<file path="src/rtl/palette_write_scheduler_if.sv">
// Host byte-write bus and palette RAM write port
// grouped for palette_write_scheduler.
interface palette_write_scheduler_if;
  logic        host_wrena;
  logic [19:0] host_addr_in;
  logic [7:0]  host_data_in;
  logic        pal_wrena;
  logic [19:0] pal_addr;
  logic [7:0]  pal_data;

  modport master (
    output host_wrena,
    output host_addr_in,
    output host_data_in,
    input  pal_wrena,
    input  pal_addr,
    input  pal_data
  );

  modport slave (
    input  host_wrena,
    input  host_addr_in,
    input  host_data_in,
    output pal_wrena,
    output pal_addr,
    output pal_data
  );
endinterface

</file>
<file path="src/rtl/palette_write_scheduler.sv">
// Queues host palette writes and replays them to the palette RAM.
// Define PAL_VBLANK_SYNC_EN to restrict draining to vertical blank.
module palette_write_scheduler #(
  parameter logic [19:0] PALETTE_ADDR = 20'h04000,
  parameter int          FIFO_DEPTH   = 16,
  localparam int         PW = $clog2(FIFO_DEPTH),
  localparam int         LW = PW + 1
) (
  input  logic                clk,
  input  logic                reset_n,
  input  logic                vblank,
  input  logic                overflow_clr,
  palette_write_scheduler_if.slave bus,
  output logic                fifo_full,
  output logic [LW-1:0]       fifo_level,
  output logic                overflow,
  output logic                drain_active
);

  typedef enum logic [1:0] {
    IDLE,
    ARMED,
    DRAIN
  } state_t;

  localparam logic [20:0] WIN_LO = {1'b0, PALETTE_ADDR};
  localparam logic [20:0] WIN_HI = WIN_LO + 21'd1023;

  state_t        state;
  logic [27:0]   mem [FIFO_DEPTH];
  logic [PW-1:0] wr_ptr;
  logic [PW-1:0] rd_ptr;
  logic [20:0]   haddr;
  logic          in_win;
  logic          permit;
  logic          full;
  logic          push;
  logic          pop;
  logic          drop;

`ifdef PAL_VBLANK_SYNC_EN
  assign permit = vblank;
`else
  logic unused_vblank;
  assign unused_vblank = vblank;
  assign permit = 1'b1;
`endif

  assign haddr  = {1'b0, bus.host_addr_in};
  assign in_win = (haddr >= WIN_LO) && (haddr <= WIN_HI);
  assign full   = (fifo_level == LW'(FIFO_DEPTH));

  // a full queue still accepts a write when the same cycle frees a slot
  assign pop  = (state == DRAIN) && permit && (fifo_level != '0);
  assign push = bus.host_wrena && in_win && (!full || pop);
  assign drop = bus.host_wrena && in_win && full && !pop;

  assign fifo_full    = full;
  assign drain_active = (state == DRAIN);

  always_ff @(posedge clk) begin
    if (push) begin
      mem[wr_ptr] <= {bus.host_addr_in, bus.host_data_in};
    end
  end

  always_ff @(posedge clk) begin
    if (!reset_n) begin
      state         <= IDLE;
      wr_ptr        <= '0;
      rd_ptr        <= '0;
      fifo_level    <= '0;
      overflow      <= 1'b0;
      bus.pal_wrena <= 1'b0;
      bus.pal_addr  <= '0;
      bus.pal_data  <= '0;
    end else begin
      if (push) begin
        wr_ptr <= wr_ptr + 1'b1;
      end
      if (pop) begin
        rd_ptr <= rd_ptr + 1'b1;
      end

      case ({push, pop})
        2'b10:   fifo_level <= fifo_level + 1'b1;
        2'b01:   fifo_level <= fifo_level - 1'b1;
        default: fifo_level <= fifo_level;
      endcase

      bus.pal_wrena <= pop;
      if (pop) begin
        bus.pal_addr <= mem[rd_ptr][27:8];
        bus.pal_data <= mem[rd_ptr][7:0];
      end

      if (overflow_clr) begin
        overflow <= 1'b0;
      end else if (drop) begin
        overflow <= 1'b1;
      end

      case (state)
        IDLE: begin
          if (push) begin
            state <= ARMED;
          end
        end
        ARMED: begin
          if (permit) begin
            state <= DRAIN;
          end
        end
        DRAIN: begin
          if (!permit) begin
            state <= ARMED;
          end else if (pop && !push && fifo_level == LW'(1)) begin
            state <= IDLE;
          end
        end
        default: state <= IDLE;
      endcase
    end
  end

endmodule

</file>
<file path="src/flat_wrapper.sv">
// flat-port wrapper written by rule: the top's interface ports become plain ports
module palette_write_scheduler_flat 
#(
  parameter logic [19:0] PALETTE_ADDR = 20'h04000,
  parameter int          FIFO_DEPTH   = 16,
  localparam int         PW = $clog2(FIFO_DEPTH),
  localparam int         LW = PW + 1
)
  (clk, reset_n, vblank, overflow_clr, fifo_full, fifo_level, overflow, drain_active, bus_host_wrena, bus_host_addr_in, bus_host_data_in, bus_pal_wrena, bus_pal_addr, bus_pal_data);
  palette_write_scheduler_if bus_i ();
  input  logic clk;
  input  logic reset_n;
  input  logic vblank;
  input  logic overflow_clr;
  output logic fifo_full;
  output logic [LW-1:0] fifo_level;
  output logic overflow;
  output logic drain_active;
  input wire logic [$bits(bus_i.host_wrena)-1:0] bus_host_wrena;
  input wire logic [$bits(bus_i.host_addr_in)-1:0] bus_host_addr_in;
  input wire logic [$bits(bus_i.host_data_in)-1:0] bus_host_data_in;
  output wire logic [$bits(bus_i.pal_wrena)-1:0] bus_pal_wrena;
  output wire logic [$bits(bus_i.pal_addr)-1:0] bus_pal_addr;
  output wire logic [$bits(bus_i.pal_data)-1:0] bus_pal_data;
  assign bus_i.host_wrena = bus_host_wrena;
  assign bus_i.host_addr_in = bus_host_addr_in;
  assign bus_i.host_data_in = bus_host_data_in;
  assign bus_pal_wrena = bus_i.pal_wrena;
  assign bus_pal_addr = bus_i.pal_addr;
  assign bus_pal_data = bus_i.pal_data;
  palette_write_scheduler #(.PALETTE_ADDR(PALETTE_ADDR), .FIFO_DEPTH(FIFO_DEPTH)) u_core (.clk(clk), .reset_n(reset_n), .vblank(vblank), .overflow_clr(overflow_clr), .bus(bus_i), .fifo_full(fifo_full), .fifo_level(fifo_level), .overflow(overflow), .drain_active(drain_active));
endmodule
</file>
<file path="config.mk">
export PLATFORM = sky130hd
export DESIGN_NAME = palette_write_scheduler_flat
export DESIGN_NICKNAME = d
export VERILOG_FILES = /design/src/rtl/palette_write_scheduler_if.sv /design/src/rtl/palette_write_scheduler.sv /design/src/flat_wrapper.sv
export SDC_FILE = /design/constraint.sdc
export NUM_CORES = 1
export LEC_CHECK = 0
export BUFFER_PORTS_ARGS = -buffer_cell sky130_fd_sc_hd__buf_4
export CAP_MARGIN = 20
export CORE_ASPECT_RATIO = 1.5
export CORE_UTILIZATION = 55
export DETAILED_ROUTE_END_ITERATION = 8
export PLACE_DENSITY = 0.73
export SYNTH_ARGS = -nofsm -noshare
export SYNTH_HDL_FRONTEND = slang
export SYNTH_SLANG_ARGS = --single-unit
export TNS_END_PERCENT = 10
</file>
<file path="constraint.sdc">
create_clock -name clk -period 4.7 [get_ports clk]
set_input_delay 0.705 -clock clk [delete_from_list [all_inputs] [get_ports clk]]
set_output_delay 0.705 -clock clk [all_outputs]
set_load 0.02 [all_outputs]
</file>
# After elaboration in Yosys (flattened, before gate mapping)

Memory sizes are Yosys's and may differ from the RTL's. A register that Yosys moved wholly into a read port is not among the register bits.
Cells that the tools add are included.

Memories: 1
Word-level logic and storage cells: 46
Input bits: 33
Bits in writable memories: 448
Bits in registers: 17
Output and inout bits: 37

Reduce and logical (&&, ||, !) cells: 18
Add/sub/neg operators: 4
Equality and inequality tests: 8
Multiplexer cells: 6
Bitwise operators: 1
Order comparisons: 2

Memory list:

| name       | depth | bits a word | read ports | clocked after Yosys merged registers in | write ports | line                          | RTL |
|---|---|---|---|---|---|---|---|
| u_core.mem | 16    | 28          | 1          | 1                                       | 1           | palette_write_scheduler.sv:30 | `logic [27:0] mem [FIFO_DEPTH];` |

Operator list:

| cell                                                                                  | number |
|---|---|
| 20-bit by 15-bit greater-or-equal comparator with 1-bit output, second input constant | 1 |
| 20-bit by 15-bit <= comparator with 1-bit output, second input constant               | 1 |
| 5-bit one-hot mux with 2 select lines                                                 | 1 |
| 4-bit by 1-bit adder with 4-bit output, second input constant                         | 2 |
| 1-bit logical AND                                                                     | 8 |
| 2-bit one-hot mux with 3 select lines                                                 | 1 |
| 5-bit by 1-bit adder with 5-bit output, second input constant                         | 1 |
| 5-bit by 1-bit equality test with 1-bit output, second input constant                 | 1 |
| 5-bit equality test, second input constant                                            | 1 |
| 5-bit nonzero test                                                                    | 1 |
| 5-bit by 1-bit subtractor with 5-bit output, second input constant                    | 1 |
| 2-bit by 1-bit equality test with 1-bit output, second input constant                 | 2 |
| 2-bit equality test, second input constant                                            | 2 |
| 1-bit zero test                                                                       | 4 |
| 2-bit 2-to-1 mux                                                                      | 2 |
| 2-bit by 1-bit inequality test with 1-bit output, second input constant               | 2 |
| 2-bit zero test                                                                       | 1 |
| 1-bit 2-to-1 mux                                                                      | 2 |
| 2-bit AND reduction                                                                   | 1 |
| 2-bit nonzero test                                                                    | 1 |
| 2-bit OR reduction                                                                    | 1 |
| 1-bit logical OR                                                                      | 1 |
| 1-bit inverter                                                                        | 1 |

# Logic depth before layout (Yosys ltp)

Gate-level depths: netlist (run 1).

Depth after elaboration: 9
Depth in mapped cells: 11
Gate-level depth less buffers: 10

# Least setup slack after synthesis (run 1)

No wires, ideal clock.

Kind: input to register
Start point: in bus_host_addr_in[15]
End point: mem u_core.mem[3][0] (enable)
Path slack: 880 ps
Path buffers: 0
Library setup time: 448 ps
Arrival time: 3,372 ps
Data required time: 4,252 ps
Cell stages on the path: 4
Path through: nor4b_1 and3_1 nand3_1 nor3_1

Longest elaborated chain between the ends: 6
Elaborated cells between the ends (all ways): 7
Classes of those cells: 2 x order compare; 2 x mux; 3 x reduce/logical

RTL lines:

| what                                                                                                                                      | line                          | RTL |
|---|---|---|
| start, declared                                                                                                                           | flat_wrapper.sv:20            | `input wire logic [$bits(bus_i.host_addr_in)-1:0] bus_host_addr_in;` |
| 20-bit by 15-bit greater-or-equal comparator with 1-bit output / 20-bit by 15-bit <= comparator with 1-bit output (equally long branches) | palette_write_scheduler.sv:50 | `assign in_win = (haddr >= WIN_LO) && (haddr <= WIN_HI);` |
| 1-bit logical AND *                                                                                                                       | palette_write_scheduler.sv:50 |  |
| 1-bit logical AND * (2 in series)                                                                                                         | palette_write_scheduler.sv:55 | `assign push = bus.host_wrena && in_win && (!full \|\| pop);` |
| 1-bit 2-to-1 mux *                                                                                                                        | palette_write_scheduler.sv:62 | `if (push) begin` |
| 1-bit 2-to-1 mux (not written as such) *                                                                                                  | palette_write_scheduler.sv:63 | `mem[wr_ptr] <= {bus.host_addr_in, bus.host_data_in};` |
| end, declared                                                                                                                             | palette_write_scheduler.sv:30 |  |

Mark *: on every way between the ends. The rest lies on a longest branch, timed or not.

# Worst setup path in the final report (run 1)

Start point: in bus_host_addr_in[11]
End point: mem u_core.mem[11][15] (enable)

The elaborated chain is that of the path after synthesis.

==> qor.csv, run 1 <==
stage,metric,value,unit
run_status,status,finished clean,
drt,routed len/inst,26.99,microns
yosys,register area share after synthesis,76.13,%
yosys,post-synthesis register bit count,493,
placed_design,port bufs,68,
sta,Period minus WS final,3.279,ns
finish,fill count,2172,
die,DIE HEIGHT,228.8,microns
power_and_ir_drop,sequential power share,55.0,%
grt,global route overflow,0,
yosys,most frequent cell after synthesis,edfxtp_1,
sta,worst setup margin,1.421,ns
die,I/O Pins,70,
power_and_ir_drop,sw power,0.001657,W
cts,Post-CTS Resized,0,
finish,post-layout util,64.14,%
cts,Root Buffer,clkbuf_16,
yosys,Post-Synthesis Cell Area,0.01885,sq mm
die,Die ar.,0.03504,sq mm
cts,Clock transition at path regs,0.06,ns
cts,postcts setup bufs,0,
worst_setup_path,Arrival @ worst endpoint,3.48,ns
yosys,Mapped Nets,912,
yosys,unique cell type count in the Yosys netlist,42,
finish,Post-layout nets,1006,
sta,actual slew at the worst max-slew pin,1.133,ns
yosys,instance count of the mapped netlist,870,
worst_setup_path,CP required,4.90,ns
worst_setup_path,FF-to-FF path depth,6,
worst_setup_path,crit path from,bus_host_addr_in[11],
hold_path,HP Class,input pin to flop,
die,row count,82,
hold_path,Hold Path Origin,overflow_clr,
yosys,synth top area cells,"edfxtp_1 (71%), mux4_2 (13%), dfxtp_1 (4.8%)",
finish,number of diodes,0,
worst_setup_path,Setup crit end,u_core.mem[11][15]$_DFFE_PP_,
placed_design,GP Congestion,0.7502,
grt,GRT Util Overall,22.86,%
sta,post-route setup TNS,0,ns
die,Die Span X,153.2,microns
sta,Slew headroom,24.44,%
cts,# clock sinks,493,
worst_setup_path,worst reg2reg startpoint,u_core.fifo_level[0]$_SDFFE_PN0P_,
sta,Final Max Slew Viols,0,
drt,antenna-violating nets left,0,
yosys,Synth Flop Type,edfxtp_1,
drt,final WL,38330,microns
finish,multi-input logic area,0.004292,sq mm
sta,skew final,0.02007,ns
power_and_ir_drop,Clk pwr share,44.0,%
grt,number of global-route vias before repair,9485,
worst_setup_path,R2R Setup Slk,1.61,ns
drt,DRT iter0 DRCs,722,
sta,"Hold Vio Cnt, Final",0,
power_and_ir_drop,switching part of the total,19.12,%
drt,DR pass1 iterations,5,
placed_design,post-DP HPWL,19730,microns
yosys,number of synthesized flops with an enable pin,448,
finish,Area Growth Syn to Fin,14.14,%
yosys,share of the synthesized area in the top cell type,71.35,%
sta,Fmax,0.3050,GHz
worst_setup_path,Critical Path Fanout Max,21,
power_and_ir_drop,Comb pwr share,0.9,%
placed_design,Setup WS pre-CTS,0.8607,ns
yosys,Post-synth top cells,"edfxtp_1 (448), mux4_2 (112), dfxtp_1 (45)",
yosys,warnings from Yosys,0,
grt,pin count of the biggest net entering global routing,101,
yosys,largest area contributor in the netlist,edfxtp_1,
die,CORE AREA,0.03355,sq mm
power_and_ir_drop,Pint,0.007009,W
grt,initial antenna violation count,0,
yosys,Async SR Flop Fraction,0,%
sta,Tcrit/Tclk final,69.76,%
cts,Num CTS Buffers,44,
sta,WHS,0.3021,ns
sta,RSZ-0062 raised after global routing,no,
cts,clk buf depth,3,
sta,final setup fails,0,
worst_setup_path,Setup CP Type,input pin to flop,
cts,hold_buf cts,0,
die,Initial Util,56.20,%
run,Max Cap Viol,0,
drt,drt drc,0,
power_and_ir_drop,Leak,6.914,nW
drt,via count,8986,
finish,Sequential Area,0.01436,sq mm
finish,layout cells sized above 1,33.60,%
grt,first-pass GRT wire length,57960,microns
worst_setup_path,RR Endpoint,u_core.mem[11][15]$_DFFE_PP_,
power_and_ir_drop,power density over the cells,402.7,mW/mm^2
yosys,syn avg cell area,21.67,sq um
drt,via density per instance,6.328,
cts,CTS tree,built,
worst_setup_path,crit start category,input pin,
cts,Clock Latency Late Sink,0.57,ns
worst_setup_path,CP endpoint kind,flop,
power_and_ir_drop,peak supply drop,0.3366,mV
cts,htree depth,2,
==> state kept, by name (all words and copies together), names as in the netlist <==
register and count:
u_core.fifo_level 5, u_core.state 2, u_core.bus.pal_addr 20, u_core.overflow 1, u_core.rd_ptr 4, u_core.wr_ptr 4, u_core.mem 448, u_core.bus.pal_wrena 1
u_core.bus.pal_data 8
==> how the worst min path moves through the flow <==
| stage | to | slack [ns] | depth (start not counted) |
|---|---|---|---|
| CTS | u_core.overflow$_SDFFE_PP0P_ | 0.29 | 2 |
| detailed placement | u_core.state[0]$_SDFFE_PN0P_ | 0.44 | 1 |
| global route | u_core.overflow$_SDFFE_PP0P_ | 0.30 | 2 |
| floorplan | u_core.state[0]$_SDFFE_PN0P_ | 0.41 | 1 |
| finish | u_core.overflow$_SDFFE_PP0P_ | 0.30 | 2 |
| global placement | u_core.state[0]$_SDFFE_PN0P_ | 0.42 | 1 |
==> final cells by class <==
| type | count | share of cell area (%) |
|---|---|---|
| clock buffer | 56 | 5.756 |
| clock inverter | 26 | 1.500 |
| inverter | 8 | 0.1395 |
| sequential | 493 | 66.74 |
| timing repair buffer | 93 | 3.477 |
| tap | 420 | 2.442 |
| multi-input combinational | 324 | 19.94 |
==> layout by cell type (no fill, tap or decap), types with 2 or more instances in the layout <==
master,count
mux4_2,112
and2b_1,13
buf_4,89
o21ai_0,3
nand4b_1,3
nand2b_1,2
xor2_1,3
buf_12,4
nor4b_1,4
a21oi_1,9
dfxtp_1,42
nand3_1,7
a221o_1,28
clkinvlp_4,5
a22o_1,28
edfxtp_1,448
clkbuf_16,46
mux2i_1,2
ha_1,9
clkbuf_1,5
clkbuf_8,5
inv_1,7
dfxtp_4,2
nor2b_1,18
and3_1,2
mux2_2,28
xnor2_1,4
nor2_1,13
bufinv_16,6
clkinv_2,11
and3_2,14
nand2_1,3
nor3_1,3
==> worst max-delay path, stage by stage <==
cell and delay, ns:
buf_4 0.17, nor4b_1 0.59, nand3_1 0.28, nor2_1 0.72
and3_2 0.52, buf_4 0.47
==> kinds of logic after synthesis <==
group,Yosys count,share of synthesized area (%)
flops,493,76.13
mux,142,15.16
simple gates,96,3.292
compound gates,70,3.185
buf+inv,53,1.314
fa+ha+maj,9,0.5973
xor+xnor,7,0.3252
==> power by group through the flow <==
stage	combinational [W]	clock [W]	sequential (W)
final	0.0000804	0.00382	0.00477
after global routing	0.0000881	0.00401	0.00477
after CTS	0.0000812	0.00385	0.00477
after floorplan	0.00000714	0	0.00487
after global placement	0.0000771	0	0.00487
after detailed placement	0.0000817	0	0.00487
==> through the flow <==
step / instance area (sq um) / instances / total power (W)
2_1_floorplan: 18850 / 870 / 0.004877
3_3_place_gp: 19960 / 1338 / 0.004943
3_5_place_dp: 19960 / 1338 / 0.004948
4_1_cts: 21520 / 1420 / 0.008699
5_1_grt: 21520 / 1420 / 0.008866
6_report: 21520 / 1420 / 0.008666
==> per-layer routing <==
layer  GRT usage (%)  vias up  part of all wire (%)
li1                -     3834                     -
met1           29.46     4735                    40
met2           40.13      341                    52
met3           3.394       76                   5.5
met4           7.102        0                   2.6
met5               0        -                     0
(Power assumes the default switching activity.)
==> run 2, diff against run 1 <==
--- a/config.mk
+++ b/config.mk
@@ -5,6 +5,7 @@
 export SDC_FILE = /design/constraint.sdc
 export NUM_CORES = 1
 export LEC_CHECK = 0
+export ABC_AREA = 1
 export BUFFER_PORTS_ARGS = -buffer_cell sky130_fd_sc_hd__buf_4
 export CAP_MARGIN = 20
 export CORE_ASPECT_RATIO = 1.5
==> constraint.sdc (replaced) <==
create_clock -name clk -period 3.3 [get_ports clk]
set_input_delay 0.495 -clock clk [delete_from_list [all_inputs] [get_ports clk]]
set_output_delay 0.495 -clock clk [all_outputs]
set_load 0.02 [all_outputs]
==> run 2 against run 1 <==
Net effect:
- design area rose by 8.7%
- sequential cell count unchanged
- clock power up 29%
- via count is 56% higher
- die area is 10% higher
- synthesized area is 10% higher
- worst hold slack got worse by 0.19 ns
- core utilization shrank 0.94 points
- clock skew decreased by 0.0028 ns
- critical path type is now flop to flop
==> qor.csv, run 2 <==
stage,metric,value,unit,change
worst_setup_path,worst reg2reg startpoint,u_core.fifo_level[0]$_SDFFE_PN0P_,,
yosys,unique cell type count in the Yosys netlist,24,,-43%
cts,# clock sinks,493,,unchanged
worst_setup_path,crit path from,u_core.fifo_level[0]$_SDFFE_PN0P_,,
power_and_ir_drop,Clk pwr share,41.6,%,-2.4 points
finish,most flop-heavy register,u_core.mem,,
yosys,warnings from Yosys,0,,unchanged
sta,RSZ-0062 raised after global routing,no,,
power_and_ir_drop,sw power,0.002316,W,+40%
die,Die ar.,0.03858,sq mm,+10%
worst_setup_path,Setup crit end,u_core.mem[14][12]$_DFFE_PP_,,
sta,final setup fails,0,,unchanged
cts,Clock transition at path regs,0.06,ns,about the same
worst_setup_path,crit start category,flop,,
cts,Num CTS Buffers,43,,-2.3%
worst_setup_path,RR Endpoint,u_core.mem[14][12]$_DFFE_PP_,,
finish,Layout Cell Area excl Fill,0.02339,sq mm,+8.7%
drt,via count,14040,,+56%
cts,Root Buffer,clkbuf_16,,
yosys,share of the synthesized area in the top cell type,64.74,%,-6.6 points
worst_setup_path,worst path cell trace,inv_1 -> ha_1 -> nand3_1 -> nor2_1 -> nor2_2 -> nand2_1 -> nor2_4 -> buf_12,,
cts,CTS tree,built,,
drt,DR pass1 iterations,5,,unchanged
cts,postcts setup bufs,0,,unchanged
cts,hold_buf cts,0,,unchanged
drt,antenna-violating nets left,0,,unchanged
cts,Post-CTS Resized,0,,unchanged
die,DIE HEIGHT,240.1,microns,+4.9%
yosys,Mapped Nets,2068,,+130%
placed_design,GP Congestion,0.7854,,+4.7%
yosys,synth top area cells,"edfxtp_1 (65%), nand2_1 (11%), nand3_1 (7.6%)",,
finish,largest registers,"u_core.mem x448, u_core.bus.pal_addr x20, u_core.bus.pal_data x8",,
placed_design,post-DP HPWL,24460,microns,+24%
die,CORE AREA,0.03702,sq mm,+10%
yosys,syn avg cell area,10.26,sq um,-53%
worst_setup_path,CP peak stage delay,0.41,ns,-0.31 ns
finish,"commonest non-fill, non-tap cell in the layout",nand2_1,,
drt,routed len/inst,18.39,microns,-32%
die,Initial Util,56.14,%,-0.056 points
die,I/O Pins,70,,unchanged
cts,clk buf depth,3,,unchanged
worst_setup_path,Setup CP Type,flop to flop,,
power_and_ir_drop,peak supply drop,0.3827,mV,+14%
finish,number of diodes,0,,unchanged
grt,GRT Util Overall,25.01,%,+2.1 points
drt,final WL,47600,microns,+24%
finish,Sequential Area,0.01436,sq mm,about the same
sta,Period minus WS final,2.471,ns,
yosys,instance count of the mapped netlist,2026,,+130%
finish,"commonest cells after routing, fill and taps aside","nand2_1 (622), edfxtp_1 (448), nand3_1 (314), inv_1 (282), nor2_1 (118)",,
power_and_ir_drop,Leak,9.597,nW,+39%
finish,layout cells sized above 1,9.173,%,-24 points
run,Max Cap Viol,0,,unchanged
finish,Area Growth Syn to Fin,12.58,%,
worst_setup_path,CP required,3.54,ns,-1.36 ns
worst_setup_path,Critical Path Fanout Max,21,,unchanged
power_and_ir_drop,power density over the cells,506.5,mW/mm^2,+26%
hold_path,HP Class,input pin to flop,,
cts,htree depth,2,,unchanged
sta,post-route setup TNS,0,ns,unchanged
finish,number of flip-flops in the largest register,448,,unchanged
grt,number of global-route vias before repair,13730,,+45%
yosys,Async SR Flop Fraction,0,%,unchanged
sta,Final Max Slew Viols,0,,unchanged
placed_design,port bufs,68,,unchanged
yosys,post-synthesis register bit count,493,,unchanged
sta,actual slew at the worst max-slew pin,0.9304,ns,-0.2030 ns
worst_setup_path,Arrival @ worst endpoint,2.71,ns,-0.77 ns
hold_path,Hold Path Origin,overflow_clr,,
cts,Clock Latency Late Sink,0.56,ns,about the same
die,Die Span X,160.7,microns,+4.9%
power_and_ir_drop,Comb pwr share,1.0,%,about the same
worst_setup_path,CP endpoint kind,flop,,
grt,initial antenna violation count,0,,unchanged
yosys,most frequent cell after synthesis,nand2_1,,
finish,Post-layout nets,2113,,+110%
worst_setup_path,FF-to-FF path depth,8,,+2
finish,fill count,2792,,+29%
sta,skew final,0.01729,ns,-0.002779 ns
placed_design,DP Area,0.02201,sq mm,+10%
drt,drt drc,0,,unchanged
yosys,number of synthesized flops with an enable pin,448,,unchanged
run_status,status,finished clean,,
worst_setup_path,critical path's slowest cell,dfxtp_1,,
grt,pin count of the biggest net entering global routing,122,,+21%
finish,multi-input logic area,0.004995,sq mm,+16%
grt,global route overflow,0,,unchanged
grt,first-pass GRT wire length,73350,microns,+27%
sta,Tcrit/Tclk final,74.88,%,
power_and_ir_drop,sequential power share,57.3,%,+2.3 points
sta,Fmax,0.4047,GHz,
sta,Slew headroom,37.97,%,+14 points
worst_setup_path,R2R Setup Slk,0.83,ns,-0.78 ns
yosys,register area share after synthesis,69.07,%,-7.1 points
power_and_ir_drop,switching part of the total,19.54,%,+0.42 points
sta,"Hold Vio Cnt, Final",0,,unchanged
die,row count,86,,+4.9%
drt,DRT iter0 DRCs,1349,,+87%
drt,via density per instance,5.427,,-14%
power_and_ir_drop,Pint,0.009533,W,+36%
yosys,Synth Flop Type,edfxtp_1,,
yosys,Post-Synthesis Cell Area,0.02078,sq mm,+10%
yosys,Post-synth top cells,"nand2_1 (622), edfxtp_1 (448), nand3_1 (314)",,
yosys,largest area contributor in the netlist,edfxtp_1,,
## run 2: cell types whose count changed in the layout (fill, tap and decap cells not counted), sizes merged, moves of 32 or more
cell / change
nand2: +619
nand3: +307
inv: +280
nor2: +123
mux4: -112
o21ai: +32
## run 2: logic make-up (layout without fill, tap and decap cells)
group | after synthesis | in the layout | share of synthesized area [%]
compound gates | 54 | 54 | 1.349
xor+xnor | 2 | 2 | 0.08431
fa+ha+maj | 9 | 9 | 0.5419
buf+inv | 389 | 467 | 7.472
flops | 493 | 493 | 69.07
simple gates | 1079 | 1079 | 21.48
## run 2: worst min-delay path by stage
stage / slack [ns] / endpoint / cells after the start
3_5_place_dp: 0.47 / u_core.state[0]$_SDFFE_PN0P_ / 1
6_report: 0.12 / u_core.overflow$_SDFFE_PP0P_ / 2
3_3_place_gp: 0.45 / u_core.state[0]$_SDFFE_PN0P_ / 1
4_1_cts: 0.11 / u_core.overflow$_SDFFE_PP0P_ / 2
2_1_floorplan: 0.44 / u_core.state[0]$_SDFFE_PN0P_ / 1
5_1_grt: 0.12 / u_core.overflow$_SDFFE_PP0P_ / 2
## run 2: critical path: cells and delay by family, from the launching register on
kind	cells	cell delay (ns)
AND/OR/NAND/NOR	5	1.10
flip-flops	1	0.41
buffers and inverters	2	0.39
adder cells (fa/ha/maj)	1	0.24
## run 2: metrics by stage
| stage | util, % | setup slack [ns] | hold WS [ns] | cells | power [W] |
|---|---|---|---|---|---|
| global route | 63.20 | 0.6198 | 0.1190 | 2588 | 0.01213 |
| finish | 63.20 | 0.8290 | 0.1153 | 2588 | 0.01185 |
| global placement | 59.47 | 0.6480 | 0.4544 | 2510 | 0.007050 |
| CTS | 63.20 | 0.8190 | 0.1068 | 2588 | 0.01190 |
| detailed placement | 59.47 | 0.6510 | 0.4717 | 2510 | 0.007055 |
| floorplan | - | 0.3398 | 0.4413 | 2026 | 0.006949 |
## run 2: power groups by stage
| stage | clock (W) | combinational (W) | sequential, W |
|---|---|---|---|
| after floorplan | 0 | 0.0000133 | 0.00694 |
| after global placement | 0 | 0.000119 | 0.00693 |
| after detailed placement | 0 | 0.000124 | 0.00693 |
| after CTS | 0.00498 | 0.000125 | 0.00679 |
| after global routing | 0.00520 | 0.000137 | 0.00679 |
| final | 0.00493 | 0.000124 | 0.00679 |
## run 2: layout make-up
class,instances,area share (%)
tap,484,2.589
clock buffer,55,5.017
timing repair buffer,102,4.129
sequential,493,61.40
inverter,287,4.637
clock inverter,23,0.8824
multi-input combinational,1144,21.35
## run 2: routing by layer
layer / track usage, % / vias up / wire length [microns]
li1: - / 6679 / -
met5: 0 / - / 0
met3: 2.846 / 119 / 3528
met1: 31.24 / 6661 / 18240
met2: 44.06 / 585 / 24180
met4: 10.78 / 0 / 1664
